## config.mk

```make
export PLATFORM = sky130hd
export DESIGN_NAME = ps2_receive
export DESIGN_NICKNAME = d
export VERILOG_FILES = /design/src/rtl/ps2_receive.sv
export SDC_FILE = /design/constraint.sdc
export NUM_CORES = 1
export LEC_CHECK = 0
export CAP_MARGIN = 20
export CORE_MARGIN = 10
export CORE_UTILIZATION = 55
export DETAILED_ROUTE_END_ITERATION = 7
export PLACE_DENSITY = 0.84
export SLEW_MARGIN = 10
export SYNTH_ARGS = -nofsm -noshare
export SYNTH_HDL_FRONTEND = slang
export SYNTH_SLANG_ARGS = --single-unit
```

## constraint.sdc

```tcl
create_clock -name clk -period 2.52 [get_ports clk]
set_input_delay 0.504 -clock clk [delete_from_list [all_inputs] [get_ports clk]]
set_output_delay 0.504 -clock clk [all_outputs]
set_load 0.005 [all_outputs]
```

## src/rtl/ps2_receive.sv

```systemverilog
// PS/2 device-to-host receiver: clock filter, frame FSM with timeout, and a byte FIFO.
// Optional macro PS2_PARITY_CHECK_EN: when defined, frames with bad odd parity are discarded.
module ps2_receive #(
    parameter int FILTER_CYCLES  = 4,
    parameter int TIMEOUT_CYCLES = 50000,
    parameter int FIFO_DEPTH     = 8
) (
    input  logic       clk,
    input  logic       reset,
    input  logic       ps2_clk_sync,
    input  logic       ps2_data_sync,
    output logic       rx_valid,
    output logic [7:0] rx_data,
    input  logic       rx_read,
    output logic       frame_error,
    output logic       overrun
);
    localparam int FW = $clog2(FILTER_CYCLES);
    localparam int TW = ($clog2(TIMEOUT_CYCLES) > 16) ? $clog2(TIMEOUT_CYCLES) : 16;
    localparam int AW = $clog2(FIFO_DEPTH);

    typedef enum logic [1:0] {IDLE, DATA, PARITY, STOP} state_t;

    logic          filt, filt_prev;
    logic [FW-1:0] fcnt;
    logic          fall;
    state_t        state;
    logic [7:0]    shift;
    logic [2:0]    bit_cnt;
    logic [TW-1:0] to_cnt;
    logic          parity_ok, push, pop, full, empty;
    logic [7:0]    mem [FIFO_DEPTH];
    logic [AW:0]   wr_ptr, rd_ptr;

    // Filtered clock only moves after FILTER_CYCLES consecutive differing samples.
    always_ff @(posedge clk) begin
        if (reset) begin
            filt      <= 1'b1;
            filt_prev <= 1'b1;
            fcnt      <= '0;
        end else begin
            filt_prev <= filt;
            if (ps2_clk_sync == filt) begin
                fcnt <= '0;
            end else if (fcnt == FW'(FILTER_CYCLES - 1)) begin
                filt <= ~filt;
                fcnt <= '0;
            end else begin
                fcnt <= fcnt + 1'b1;
            end
        end
    end

    assign fall = filt_prev & ~filt;

`ifdef PS2_PARITY_CHECK_EN
    logic par_bit;
    assign parity_ok = ^{shift, par_bit};
`else
    assign parity_ok = 1'b1;
`endif

    assign push = fall && (state == STOP) && ps2_data_sync && parity_ok;

    always_ff @(posedge clk) begin
        if (reset) begin
            state       <= IDLE;
            shift       <= '0;
            bit_cnt     <= '0;
            to_cnt      <= '0;
            frame_error <= 1'b0;
`ifdef PS2_PARITY_CHECK_EN
            par_bit     <= 1'b0;
`endif
        end else begin
            frame_error <= 1'b0;
            if (state == IDLE) begin
                to_cnt <= '0;
                if (fall && !ps2_data_sync) begin
                    shift   <= '0;
                    bit_cnt <= '0;
                    state   <= DATA;
                end
            end else if (fall) begin
                to_cnt <= '0;
                case (state)
                    DATA: begin
                        shift   <= {ps2_data_sync, shift[7:1]};
                        bit_cnt <= bit_cnt + 1'b1;
                        if (bit_cnt == 3'd7) state <= PARITY;
                    end
                    PARITY: begin
`ifdef PS2_PARITY_CHECK_EN
                        par_bit <= ps2_data_sync;
`endif
                        state <= STOP;
                    end
                    default: begin
                        frame_error <= ~(ps2_data_sync & parity_ok);
                        state       <= IDLE;
                    end
                endcase
            end else if (to_cnt == TW'(TIMEOUT_CYCLES - 1)) begin
                // Device stalled mid-frame: abandon it.
                frame_error <= 1'b1;
                state       <= IDLE;
                to_cnt      <= '0;
            end else begin
                to_cnt <= to_cnt + 1'b1;
            end
        end
    end

    assign empty    = (wr_ptr == rd_ptr);
    assign full     = (wr_ptr[AW] != rd_ptr[AW]) && (wr_ptr[AW-1:0] == rd_ptr[AW-1:0]);
    assign rx_valid = ~empty;
    assign pop      = rx_read & rx_valid;
    assign rx_data  = rx_valid ? mem[rd_ptr[AW-1:0]] : 8'h00;

    // When full, a same-cycle pop frees the slot the push overwrites.
    always_ff @(posedge clk) begin
        if (reset) begin
            wr_ptr  <= '0;
            rd_ptr  <= '0;
            overrun <= 1'b0;
        end else begin
            overrun <= push & full & ~pop;
            if (push && (!full || pop)) begin
                mem[wr_ptr[AW-1:0]] <= shift;
                wr_ptr              <= wr_ptr + 1'b1;
            end
            if (pop) rd_ptr <= rd_ptr + 1'b1;
        end
    end
endmodule

```

# Word-level counts from Yosys, hierarchy flattened
# Memory sizes are Yosys's and may differ from the RTL's. A register that Yosys moved wholly into a read port is not among the register bits.
# Cells that the tools add are included.
[word_totals]
reg_bits = 43
latchBits = 0
mem_bits_rw = 64
romBits = 0
input_bits = 5
output_inout_bits = 11
word_cells = 80
memories = 1
[mem_list]
columns = ["memory", "words", "width", "read_ports", "rd_ports_with_merged_regs", "write_ports", "line", "source"]
rows = [
  ["mem", 8, 8, 1, 1, 1, "32", "logic [7:0] mem [FIFO_DEPTH];"],
]
[op_classes]
addsub = 5
n_mul = 0
div_mod_pow = 0
n_lt_le_gt_ge = 0
eq_ne = 12
shifts = 0
n_mux = 23
bitwise_logic = 9
reduce_logical = 19
[ops]
columns = ["cell", "count"]
rows = [
  ["$mux 8", 5],
  ["$mux 3", 6],
  ["$add 16x1->16 const B", 1],
  ["$eq 16x16->1 const B", 1],
  ["$mux 2", 5],
  ["$add 4x1->4 const B", 2],
  ["$eq 2x2->1 const B", 3],
  ["$mux 1", 6],
  ["$reduce_and 3->1", 2],
  ["$logic_and 1x1->1", 5],
  ["$not 1->1", 5],
  ["$and 1x1->1", 4],
  ["$eq 4x4->1", 1],
  ["$ne 4x4->1 const B", 1],
  ["$pmux 2 s2", 1],
  ["$reduce_bool 2->1", 2],
  ["$reduce_or 2->1", 2],
  ["$reduce_or 4->1", 1],
  ["$add 3x1->3 const B", 1],
  ["$eq 3x3->1", 1],
  ["$eq 3x3->1 const B", 1],
  ["$reduce_bool 3->1", 1],
  ["$reduce_or 3->1", 1],
  ["$add 2x1->2 const B", 1],
  ["other kinds (8)", 9],
]

# Logic depth before layout (Yosys ltp)
[depth]
word_depth = 8
ltp_mapped = 8

# Least setup slack after synthesis
# No wires, ideal clock.
[synth_timing]
path_kind = "reg-to-reg"
from = "register wr_ptr[0]"
to = "memory mem[0][0], enable pin"
setup_ns = 0.383
arrival_ns = 1.809
required_ns = 2.137
slack_ns = 0.328
path_stages_with_launch = 7
path_cell_list = "dfxtp_1 -> buf_2 -> xor2_1 -> or3_1 -> buf_2 -> o211ai_1 -> nor3_1"
[synth_between]
elab_chain_len = 8
word_cells_on_any_way = 11
classes_between = "2 x eq/ne; 3 x mux; 2 x bitwise; 4 x reduce/logical"
[synth_lines]
columns = ["element", "line", "source"]
rows = [
  ["start, declared", "33", "logic [AW:0] wr_ptr, rd_ptr;"],
  ["start signal, assigned", "130", "wr_ptr <= wr_ptr + 1'b1;"],
  ["$eq 4x4->1 or $eq 3x3->1 (tied branches)", "114, 115", ""],
  ["$not 1->1 or $logic_and 1x1->1 (tied branches)", "116, 115", ""],
  ["$and 1x1->1 or $logic_not 1->1 (tied branches)", "117, 128", ""],
  ["$logic_or 1x1->1", "128", "if (push && (!full || pop)) begin"],
  ["$logic_and 1x1->1", "128", ""],
  ["$mux 1", "128", ""],
  ["$mux 1", "122", "if (reset) begin"],
  ["$mux 1 (implied by the code)", "129", "mem[wr_ptr[AW-1:0]] <= shift;"],
  ["end, declared", "32", ""],
]
# Parallel ways exist; a longest one is shown, timed or not.

# Worst setup path after layout
[layout_timing]
from = "register rd_ptr[0]"
to = "output port rx_data[1]"
[layout_between]
elab_chain_len = 2
[layout_lines]
columns = ["element", "line", "source"]
rows = [
  ["start, declared", "33", ""],
  ["start signal, assigned", "132", "if (pop) rd_ptr <= rd_ptr + 1'b1;"],
  ["$eq 4x4->1", "114", "assign empty = (wr_ptr == rd_ptr);"],
  ["$mux 8", "118", "assign rx_data = rx_valid ? mem[rd_ptr[AW-1:0]] : 8'h00;"],
  ["end, declared", "13", "output logic [7:0] rx_data,"],
]
# No other way between the ends.

==> flow_summary.json <==
{
  "status": "completed",
  "rr_worst_depth": 5,
  "die_area_um2": 12700,
  "peakVddDrop_uv": 332,
  "avgSynthCellArea_um2": 12.7,
  "crit_path_top_delay_cell": "or3_4",
  "syn_nets": 385,
  "crit_type": "register to primary output",
  "power_mw": 2.99,
  "grt_max_degree": 27,
  "cts_tree": "done",
  "synth_common_cells": "64 x edfxtp_1, 46 x dfxtp_1, 44 x nor2_1, 23 x nand2_1, 16 x mux4_2",
  "clk_path_buf_depth": 2,
  "timing.final.ws_setup_ps": 107,
  "placed_cells": 491,
  "globalplace.congestion": 0.849,
  "grt_pass1_vias": 3025,
  "via_per_inst": 5.75,
  "fin_tns_setup_ps": 0,
  "initial_core_util_pct": 57.0,
  "postSynthCellCount": 370,
  "antenna_found_initial": 0,
  "slew_headroom_pct": 57.3,
  "portBuffers": 15,
  "fin_skew_ps": 15.7,
  "synth_cell_type_count": 49,
  "synthTopCellsByArea": "edfxtp_1 41%, dfxtp_1 20%, mux4_2 7.6%",
  "grt_overflow": 0,
  "clock_sink_count": 110,
  "wire_per_inst_um": 16.5,
  "ys_seq_elements": 110,
  "yosysSeqAreaShare_pct": 60.3,
  "cts_root_buf": "clkbuf_8",
  "finalCritPeriodShare_pct": 95.7,
  "p_per_area_nw_per_um2": 559,
  "leakage_nw": 1.75,
  "cp_cell_sequence": "xor2_2, or3_4, buf_6, nor2_4, nor2_1, dlygate4sd2_1",
  "fin_nets": 418,
  "synth_top_area_cell": "edfxtp_1",
  "die_h_um": 113,
  "cts.hold.buffers_added": 0,
  "netlist.area_leader.share_pct": 40.8,
  "arrival_ps": 1910,
  "synth.most_common_cell": "edfxtp_1",
  "die_w_um": 113,
  "num_vias": 2948,
  "dpl_worst_slack_ps": 75.9,
  "placed_area_um2": 5050,
  "synthArstFlopShare_pct": 0,
  "n_fill_cell": 605,
  "drtIter0Drc": 160,
  "yosys_most_used_dff": "edfxtp_1",
  "ant_nets": 0,
  "clk_latency_ps": 360,
  "report.final.slew_viol_count": 0,
  "drc": 0,
  "track_usage_pct": 13.8,
  "tightest_slew_ps": 634,
  "holdPathStages": 1,
  "hp-class": "register to register",
  "worst_setup_path_end_kind": "primary output",
  "synth_edf_count": 64,
  "critPathRequiredTime_ps": 2020,
  "period_minus_slack_ps": 2410,
  "path_clk_slew_ps": 110,
  "yosys_warnings": 0,
  "worstPathMaxFanout": 4,
  "place_hpwl_mm": 5.73,
  "crit_path_start_kind": "register",
  "syn_to_final_growth_pct": 13.8,
  "grt_pass1_wl_mm": 14.6,
  "fmax_ghz": 0.414,
  "instances_no_fill": 513,
  "critical-path-max-stage-delay_ps": 430,
  "htreeDepth": 3,
  "num_io_pins": 16,
  "core_um2": 8260,
  "rows": 33,
  "first_pass_iters": 4,
  "drive_gt1_share_pct": 17.9,
  "wl_mm": 8.45,
  "final_area_um2": 5360,
  "finalHoldViolCount": 0,
  "synth_area_um2": 4710,
  "finalSetupViolations": 0,
  "cts_inserted_buffers": 9,
  "diodes": 0,
  "max_cap_viol_count": 0
}
==> cells in the final DEF, fill, tap and decap left out, drive strengths merged, types with 5 or more instances in the layout <==
cell type	n
clkdlybuf4s50	6
mux2i	10
clkbuf	9
inv	14
buf	24
mux4	16
xor2	8
dlygate4sd2	6
nand2	23
nand2b	6
nor3	8
nor4	7
o211ai	6
nor2	46
xnor2	12
dfxtp	46
o21ai	5
ha	10
nand3	12
a21oi	12
nor2b	5
nand3b	10
nand4	7
edfxtp	64
==> sequential cells by signal (all words and copies together), names as in the netlist, named ones only <==
register / count
fcnt: 2
mem: 64
rd_ptr: 4
to_cnt: 16
bit_cnt: 3
state: 2
overrun: 1
wr_ptr: 4
frame_error: 1
filt: 1
shift: 8
filt_prev: 1
==> area by class of cell <==
cell class	instances	area (um2)	share of cell area, %
tap	105	131	2.45
timing repair buffer	39	354	6.61
clock buffer	9	124	2.31
inverter	12	45.0	0.840
sequential	110	2850	53.2
clock inverter	7	91.3	1.70
multi-input combinational	231	1760	32.8
==> layer usage <==
metal | track usage, % | part of all wire (%)
met4 | 3.81 | 1.1
met2 | 22.8 | 52
met3 | 3.57 | 4.8
met5 | 0 | 0
met1 | 17.3 | 43
==> worst max-delay path, delay by kind of cell, from the launching register on <==
kind,cells,cell delay [ps]
AND/OR/NAND/NOR,3,610
buffers and inverters,2,400
XOR/XNOR,1,180
flip-flops,1,370
==> final timing paths <==
check | from | endpoint | slack (ps)
max | rd_ptr[0] | rx_data[1] | 110
min | fcnt[0] | fcnt[0] | 430
min reg2reg | fcnt[0] | fcnt[0] | 430
max reg2reg | wr_ptr[3] | mem[1][3] | 410
==> where the power goes <==
part	internal (mW)	total [mW]	switching [mW]
sequential	1.88	1.88	0.00112
combinational	0.0129	0.0312	0.0183
clock	0.482	1.08	0.603
==> metrics by stage <==
stage | utilization [%] | hold WS, ps
after floorplan | - | 397
after global placement | 61.1 | 404
after detailed placement | 61.1 | 419
after CTS | 64.7 | 434
after global routing | 64.9 | 454
final | 64.9 | 429
==> cells by family (layout without fill, tap and decap cells) <==
family	after synthesis	after routing	synth area share [%]
AO/OA/AOI/OAI	33	33	4.62
XOR/XNOR	20	20	3.72
adder cells (fa/ha/maj)	10	10	2.66
buffers and inverters	30	67	3.05
flip-flops	110	110	60.3
multiplexers	27	27	10.0
AND/OR/NAND/NOR	140	141	15.6
==> timing repair <==
item                                   in CTS  in global routing
buffers inserted                            3                  2
resized for setup                          20                 10
pin swaps                                   2                  3
endpoints found under the hold margin       0                  0
gates cloned                                2                  0
setup endpoints to repair                   9                  7
(Power assumes the default switching activity.)
